### src/rtl/vga_frame_grabber.sv
// vga_frame_grabber: captures one frame of active VGA pixels into a FIFO that a host drains
// through a four-register bus interface (CTRL / STATUS / DATA / COUNT).
module vga_frame_grabber #(
    parameter int unsigned COLOR_W      = 8,
    parameter int unsigned FIFO_DEPTH   = 16,
    parameter int unsigned FRAME_PIXELS = 307200
) (
    input  logic               clk,
    input  logic               reset,
    input  logic               chipselect,
    input  logic               read,
    input  logic               write,
    input  logic [1:0]         address,
    input  logic [31:0]        writedata,
    output logic [31:0]        readdata,
    input  logic [COLOR_W-1:0] pix_r,
    input  logic [COLOR_W-1:0] pix_g,
    input  logic [COLOR_W-1:0] pix_b,
    input  logic               pix_valid,
    input  logic               de,
    input  logic               vsync,
    output logic               busy,
    output logic               irq
);
    localparam int unsigned   PW        = 3 * COLOR_W;
    localparam int unsigned   AW        = $clog2(FIFO_DEPTH);
    localparam int unsigned   LW        = AW + 1;
    localparam logic [LW-1:0] FIFO_MAX  = LW'(FIFO_DEPTH);
    localparam logic [23:0]   FRAME_CNT = 24'(FRAME_PIXELS);

    typedef enum logic [1:0] {
        StIdle    = 2'd0,
        StWaitVs  = 2'd1,
        StCapture = 2'd2,
        StDone    = 2'd3
    } state_e;

    state_e        state_q, state_d;
    logic [1:0]    state_bits;

    logic          vsync_q;
    logic [23:0]   pix_count_q;
    logic          overflow_q, underflow_q, short_q, irq_q;
    logic [PW-1:0] mem_q [FIFO_DEPTH];
    logic [AW-1:0] wr_ptr_q, rd_ptr_q;
    logic [LW-1:0] level_q;

    logic          ctrl_wr, arm_req, abort_req, irq_clr_req, rd_acc, rd_data;
    logic          arm_ok, flush, frame_start, pix_in, frame_full, short_hit, done_entry;
    logic          fifo_empty, fifo_full, pop, push_ok, ovf_hit, udf_hit;
    logic [23:0]   count_inc;
    logic [PW-1:0] pix_word;
    logic [10:0]   level_ext;
    logic [31:0]   status;
    logic          unused_bits;

    assign ctrl_wr     = chipselect & write & (address == 2'd0);
    assign arm_req     = ctrl_wr & writedata[0];
    assign abort_req   = ctrl_wr & writedata[1];
    assign irq_clr_req = ctrl_wr & writedata[2];
    assign rd_acc      = chipselect & read;
    assign rd_data     = rd_acc & (address == 2'd2);

    // Abort beats arm; arm only takes effect from IDLE or DONE.
    assign arm_ok      = arm_req & ~abort_req & ((state_q == StIdle) | (state_q == StDone));
    assign flush       = abort_req | arm_ok;

    assign frame_start = vsync_q & ~vsync;
    assign pix_in      = (state_q == StCapture) & pix_valid & de & ~abort_req;
    assign count_inc   = pix_count_q + 24'd1;
    assign frame_full  = pix_in & (count_inc == FRAME_CNT);
    // A pixel that completes the frame takes precedence over a coincident vsync fall.
    assign short_hit   = (state_q == StCapture) & ~abort_req & frame_start & ~frame_full;
    assign done_entry  = frame_full | short_hit;

    assign fifo_empty  = (level_q == '0);
    assign fifo_full   = (level_q == FIFO_MAX);
    assign pop         = rd_data & ~fifo_empty & ~flush;
    // A pop in the same cycle frees the slot, so a full FIFO still accepts the push.
    assign push_ok     = pix_in & ~flush & (~fifo_full | pop);
    assign ovf_hit     = pix_in & fifo_full & ~pop;
    assign udf_hit     = rd_data & fifo_empty & ~flush;

    assign pix_word    = {pix_r, pix_g, pix_b};
    assign level_ext   = 11'(level_q);
    assign status      = {14'd0, level_ext[9:0], underflow_q, irq_q, short_q, overflow_q,
                          fifo_full, fifo_empty, state_bits};
    assign irq         = irq_q;
    assign unused_bits = ^{writedata[31:3], level_ext[10]};

    // State register.
    always_ff @(posedge clk) begin
        if (reset) begin
            state_q <= StIdle;
        end else begin
            state_q <= state_d;
        end
    end

    // Next-state logic.
    always_comb begin
        state_d = state_q;
        if (abort_req) begin
            state_d = StIdle;
        end else begin
            unique case (state_q)
                StIdle, StDone: if (arm_req)     state_d = StWaitVs;
                StWaitVs:       if (frame_start) state_d = StCapture;
                StCapture:      if (done_entry)  state_d = StDone;
                default:        state_d = StIdle;
            endcase
        end
    end

    // State-derived outputs.
    always_comb begin
        state_bits = state_q;
        busy       = (state_q == StWaitVs) | (state_q == StCapture);
    end

    // Capture datapath: vsync history, FIFO pointers/level, pixel count and sticky flags.
    always_ff @(posedge clk) begin
        if (reset) begin
            vsync_q     <= 1'b1;
            wr_ptr_q    <= '0;
            rd_ptr_q    <= '0;
            level_q     <= '0;
            pix_count_q <= '0;
            overflow_q  <= 1'b0;
            underflow_q <= 1'b0;
            short_q     <= 1'b0;
            irq_q       <= 1'b0;
        end else begin
            vsync_q <= vsync;

            if (flush) begin
                wr_ptr_q <= '0;
                rd_ptr_q <= '0;
                level_q  <= '0;
            end else begin
                if (push_ok) wr_ptr_q <= wr_ptr_q + AW'(1);
                if (pop)     rd_ptr_q <= rd_ptr_q + AW'(1);
                if (push_ok && !pop)      level_q <= level_q + LW'(1);
                else if (!push_ok && pop) level_q <= level_q - LW'(1);
            end

            if (arm_ok) begin
                pix_count_q <= '0;
                overflow_q  <= 1'b0;
                underflow_q <= 1'b0;
                short_q     <= 1'b0;
            end else begin
                if (pix_in)    pix_count_q <= count_inc;
                if (ovf_hit)   overflow_q  <= 1'b1;
                if (udf_hit)   underflow_q <= 1'b1;
                if (short_hit) short_q     <= 1'b1;
            end

            if (abort_req || arm_ok) irq_q <= 1'b0;
            else if (done_entry)     irq_q <= 1'b1;
            else if (irq_clr_req)    irq_q <= 1'b0;
        end
    end

    // FIFO storage; contents need no reset because the level gates every read.
    always_ff @(posedge clk) begin
        if (push_ok) mem_q[wr_ptr_q] <= pix_word;
    end

    // Registered read port: one cycle latency, held between accepted reads.
    always_ff @(posedge clk) begin
        if (reset) begin
            readdata <= '0;
        end else if (rd_acc) begin
            case (address)
                2'd0: readdata <= '0;
                2'd1: readdata <= status;
                2'd2: readdata <= pop ? 32'(mem_q[rd_ptr_q]) : 32'd0;
                2'd3: readdata <= {8'd0, pix_count_q};
            endcase
        end
    end

endmodule

### config.mk
export PLATFORM = sky130hd
export DESIGN_NAME = vga_frame_grabber
export DESIGN_NICKNAME = d
export VERILOG_FILES = /design/src/rtl/vga_frame_grabber.sv
export SDC_FILE = /design/constraint.sdc
export NUM_CORES = 1
export LEC_CHECK = 0
export ABC_AREA = 1
export CAP_MARGIN = 20
export CORE_ASPECT_RATIO = 1.25
export CORE_MARGIN = 2
export CORE_UTILIZATION = 36
export DETAILED_ROUTE_END_ITERATION = 8
export MAX_ROUTING_LAYER = met4
export PLACE_DENSITY = 0.54
export SYNTH_ARGS = -nofsm -noshare
export SYNTH_HDL_FRONTEND = slang
export SYNTH_SLANG_ARGS = --single-unit
### constraint.sdc
create_clock -name clk -period 3 [get_ports clk]
set_clock_uncertainty 0.1 [all_clocks]
set_input_delay 0.3 -clock clk [delete_from_list [all_inputs] [get_ports clk]]
set_output_delay 0.3 -clock clk [all_outputs]
set_load 0.03 [all_outputs]
==> results of run 1 <==
## metal layers
metal / part of all wire / GRT usage
met2: 0.49 / 0.324
met5: 0 / -
met1: 0.43 / 0.235
met3: 0.048 / 0.0317
met4: 0.034 / 0.0713
## cell families (layout without fill, tap and decap cells)
group                      after synthesis  in the layout
and+or+nand+nor                        660            660
AOI/OAI and AO/OA                      383            383
DFF                                    456            456
adders and majority gates               14             14
other                                    1              9
xor gates and xnor gates                 8              8
buffers and inverters                  184            310
## registers in the layout (all words and copies together), names as in the netlist, named ones only
signal	flops
level_q	5
wr_ptr_q	4
vsync_q	1
underflow_q	1
overflow_q	1
pix_count_q	24
irq	1
mem_q	384
rd_ptr_q	4
short_q	1
readdata	24
state_bits	2
## worst max-delay path by stage
| stage | to | depth (start not counted) |
|---|---|---|
| after CTS | level_q[4] | 18 |
| after detailed placement | level_q[4] | 20 |
| after global routing | level_q[4] | 18 |
| after floorplan | mem_q[0][0] | 9 |
| final | mem_q[4][21] | 10 |
| after global placement | level_q[4] | 20 |
## layout make-up
cell class | count | area (sq um)
Clock inverter | 29 | 223
Clock buffer | 56 | 1210
Fill cell | 4909 | 29900
Multi-Input combinational cell | 1073 | 5490
Inverter | 84 | 322
Sequential cell | 456 | 13000
Tap cell | 672 | 841
Timing Repair Buffer | 141 | 1460
Antenna cell | 1 | 2.50
## cells in the final DEF, fill, tap and decap left out, drive strengths merged, types with 3 or more instances in the layout
| cell | n |
|---|---|
| inv | 83 |
| a22oi | 71 |
| clkinvlp | 3 |
| nor2 | 74 |
| a21oi | 214 |
| dfxtp | 72 |
| edfxtp | 384 |
| nand3 | 105 |
| buf | 79 |
| nor3 | 3 |
| o21ai | 38 |
| o311ai | 7 |
| clkbuf | 56 |
| conb | 8 |
| nand2 | 469 |
| nand4 | 6 |
| clkinv | 25 |
| xor2 | 7 |
| o221ai | 3 |
| o211ai | 23 |
| clkdlybuf4s50 | 62 |
| ha | 13 |
| a31oi | 9 |
| a32o | 13 |
## report_power, final
| group | switching (mW) | internal [mW] | leakage [nW] |
|---|---|---|---|
| sequential | 0.0852 | 6.95 | 4.04 |
| combinational | 0.641 | 0.365 | 3.34 |
| clock | 2.43 | 3.06 | 0.701 |
## worst min-delay path, stage by stage
cell	delay, ns
clkdlybuf4s50_1	0.40
inv_1	0.09
nand2_1	0.05
## what timing repair did
| item | 4_1_cts | 5_1_grt |
|---|---|---|
| setup endpoints to repair | 0 | 2 |
| hold buffers | 0 | 0 |
| buffers inserted | 0 | 0 |
| gates resized for setup | 0 | 7 |
==> results_dict.tcl, run 1 <==
set metrics [dict create \
    vias 13100 \
    finalCriticalPeriod_ns 2.74 \
    antenna_found_initial 1 \
    ir_drop_v 0.000288 \
    grt_max_degree 69 \
    post-place-ws_ns -0.223 \
    grt_pass1_vias 12900 \
    outcome "finished, final reports clean" \
    post_dp_cell_area_sq_mm 0.0211 \
    synth_compound_area_frac 0.120 \
    ys_async_sr_fraction 0 \
    rsz0062_at_grt "false" \
    r2r-end "mem_q[4][21]" \
    max_cap_violations 0 \
    crit_required_ns 3.09 \
    hp-class "primary input to flip-flop" \
    worst_ep_arrival_time_ns 2.83 \
    die_h_um 261 \
    endpoint_kind "flip-flop" \
    synth_edf_count 384 \
    rows 94 \
    synth_xor_area_frac 0.00368 \
    clk_pin_slew_worst_paths_ns 0.06 \
    dp_hpwl_um 32400 \
    grt_pass1_wl_um 77400 \
    crit_top_cell "inv_1" \
    synth_seq_cells 456 \
    drive_gt1_frac 0.110 \
    via_per_inst 5.22 \
    ys_types 42 \
    area_growth_pct 18.4 \
    critPathTopFamily "simple AND/OR/NAND/NOR gates" \
    timing.setup.tns_ns 0 \
    p_per_area_mw_per_mm2 601 \
    fin_ws_ns 0.260 \
    synth_top_area_frac 0.606 \
    drc 0 \
    fp.coreArea_sq_mm 0.0525 \
    io_pins 100 \
    fp.dieW_um 210 \
    synthMuxAreaShare 0 \
    min_from "vsync" \
    ys_top_cells_by_count "nand2_1, edfxtp_1, a21oi_1" \
    clock_path_buffers 3 \
    synthFlopType "edfxtp_1" \
    finalSetupViolations 0 \
    nNetsFinal 1882 \
    portBuffers 62 \
    crit_chain "inv_1 -> ha_1 -> inv_1 -> nor3_4 -> inv_1 -> nand2_1 -> inv_1 -> buf_4 -> nand2_1 -> nor2_4" \
    die-area_sq_mm 0.0547 \
    yosys.area_share.simple 0.146 \
    instances_no_fill 2512 \
    clock_sinks 456 \
    wl_per_cell_um 20.3 \
    synthCells 1706 \
    reg2reg_depth 10 \
    fmax_ghz 0.365 \
    worstSkewPairLatency_ns 0.60 \
    fin_worst_hold_slack_ns 0.198 \
    yosys-top-cells-area "edfxtp_1, nand2_1, dfxtp_1" \
    overflow 0 \
    dr.first_iter.drc_count 957 \
    crit_start "state_bits[0]" \
    root_buffer "clkbuf_16" \
    yosys_warnings 0 \
    slowest_stage "nor2_4" \
    worst-path-max-fanout 24 \
    h-tree-depth 2 \
    slowest_delay_ns 0.80 \
    ys_seq_area_frac 0.681 \
    slew_viol_final 0 \
    reg2reg_slack_ns 0.26 \
    avgSynthCellArea_sq_um 11.2 \
    p_leak_nw 8.08 \
    worst_pin_slew_ns 1.05 \
    dr.pass1.iters 6 \
    r2r-start "state_bits[0]" \
    hold_depth 3 \
    total_power_mw 13.5 \
    critPathLaunchType "flip-flop" \
    wl_um 51100 \
    syn-cell-area_sq_mm 0.0190 \
    cts_made_buffers 46 \
    crit_type "flip-flop to flip-flop" \
    grt.total_usage 0.193 \
    max_slew_margin 0.298 \
    placed_cells 2426 \
    postLayoutCellArea_sq_mm 0.0225 \
    synth_largest_area_cell "edfxtp_1" \
    holdPathEnd "vsync_q" \
    synth_top_family_by_area "simple AND/OR/NAND/NOR gates" \
    yosysMostFrequentCell "nand2_1" \
    fin_crit_sh 0.913 \
    crit_buf_inv 5 \
    initial_core_util 0.363 \
    ant_nets 0 \
    synthAdderAreaFrac 0.00960 \
    cts_tree "built" \
    utilization 0.430 \
    hold_viol_final 0 \
    place.gp.congestion 0.882 \
]
Note: power is estimated with default switching activity, not from simulation.
==> run 2: changes to the inputs <==
CORE_MARGIN = 3   (was 2)
==> results_dict.tcl, run 2 (synthesis results as in run 1) <==
set metrics [dict create \
    outcome "finished, final reports clean" \
    hold_buffers 0 \
    grt_pass1_wl_um 78700 \
    clk_pin_slew_worst_paths_ns 0.06 \
    mostFrequentLayoutCells "nand2_1, edfxtp_1, a21oi_1, nand3_1, inv_1" \
    clock_path_buffers 3 \
    rsz0062_at_grt "false" \
    finalCriticalPeriod_ns 2.78 \
    root_buffer "clkbuf_16" \
    postLayoutCellArea_sq_mm 0.0226 \
    fillers 4817 \
    via_per_inst 5.30 \
    dr.pass1.iters 5 \
    p_per_area_mw_per_mm2 606 \
    wl_per_cell_um 20.8 \
    crit_required_ns 3.38 \
    drive_gt1_frac 0.107 \
    layout_commonest_cell "nand2_1" \
    finalSetupViolations 0 \
    reg2reg_slack_ns 0.22 \
    max_cap_violations 0 \
    fp.dieW_um 212 \
    regMostFlops "mem_q" \
    endpoint_kind "flip-flop" \
    initial_core_util 0.367 \
    total_power_mw 13.7 \
    die_h_um 263 \
    grt_max_degree 84 \
    fmax_ghz 0.360 \
    hp-class "primary input to flip-flop" \
    cts_made_buffers 45 \
    post_dp_cell_area_sq_mm 0.0211 \
    wl_um 51900 \
    slew_viol_final 0 \
    crit_type "flip-flop to flip-flop" \
    hold_viol_final 0 \
    worst_pin_slew_ns 0.854 \
    fp.coreArea_sq_mm 0.0519 \
    portBuffers 62 \
    utilization 0.436 \
    fin_crit_sh 0.927 \
    area_growth_pct 18.9 \
    nNetsFinal 1878 \
    dp_hpwl_um 31800 \
    max_slew_margin 0.428 \
    io_pins 100 \
    worst_ep_arrival_time_ns 3.16 \
    fin_worst_hold_slack_ns 0.230 \
    largest_reg_flops 384 \
    ant_nets 0 \
    critPathLaunchType "flip-flop" \
    p_leak_nw 8.08 \
    ir_drop_v 0.000341 \
    vias 13300 \
    cts_tree "built" \
    rows 93 \
    place.gp.congestion 0.869 \
    drc 0 \
    worstSkewPairLatency_ns 0.56 \
    die-area_sq_mm 0.0557 \
    antenna_found_initial 2 \
    grt.total_usage 0.190 \
    dr.first_iter.drc_count 1124 \
    overflow 0 \
    worst-path-max-fanout 4 \
    clock_sinks 456 \
    post_cts_buffers 0 \
    h-tree-depth 2 \
    grt_pass1_vias 12900 \
    reg_top3 "mem_q x384, pix_count_q x24, readdata x24" \
]
[run 2: final cells by class]
| class | instances | area (sq um) | area share |
|---|---|---|---|
| Antenna cell | 1 | 2.50 | 0.000111 |
| Clock buffer | 53 | 1160 | 0.0511 |
| Clock inverter | 29 | 315 | 0.0139 |
| Inverter | 84 | 322 | 0.0142 |
| Multi-Input combinational cell | 1073 | 5490 | 0.243 |
| Sequential cell | 456 | 13000 | 0.574 |
| Tap cell | 665 | 832 | 0.0368 |
| Timing Repair Buffer | 138 | 1530 | 0.0676 |
[run 2: worst paths after layout]
check / startpoint / to / depth (start not counted)
max: state_bits[0] / level_q[4] / 18
min: vsync / vsync_q / 3
max reg2reg: state_bits[0] / level_q[4] / 18
min reg2reg: readdata[11] / readdata[11] / 2
[run 2: timing repair]
item	in CTS	in global routing
setup endpoints to repair	1	1
gates resized for setup	1	5
cloned	0	0
endpoints found under the hold margin	0	0
[run 2: power breakdown]
part           internal [mW]  switching [mW]
registers               6.95          0.0803
logic                  0.364           0.643
clock network           3.29            2.39
[run 2: critical path: stages, from the launching register on]
cell and delay (ns):
dfxtp_1 0.37, inv_1 0.09, ha_1 0.32, inv_1 0.08
nor3_4 0.20, inv_1 0.06, nand2_1 0.10, inv_1 0.09
ha_1 0.23, inv_2 0.09, ha_1 0.24, nand2_1 0.07
nand2_1 0.06, a21oi_2 0.15, buf_4 0.12, nand2_1 0.04
nand2_1 0.07, o21ai_1 0.06, a21oi_1 0.16
[run 2: stage by stage]
step | setup slack [ns] | setup TNS [ns] | instances
2_1_floorplan | 0.0187 | 0 | 1713
3_3_place_gp | -0.189 | -0.189 | 2416
3_5_place_dp | -0.257 | -0.297 | 2416
4_1_cts | 0.0827 | 0 | 2498
5_1_grt | 0.00461 | 0 | 2499
6_report | 0.220 | 0 | 2499
[run 2: routing by layer]
metal / up-vias / track usage / share of wire
met4: 0 / 0.0627 / 0.033
met2: 352 / 0.313 / 0.49
li1: 6260 / - / -
met5: - / - / 0
met1: 6551 / 0.243 / 0.42
met3: 91 / 0.0247 / 0.052
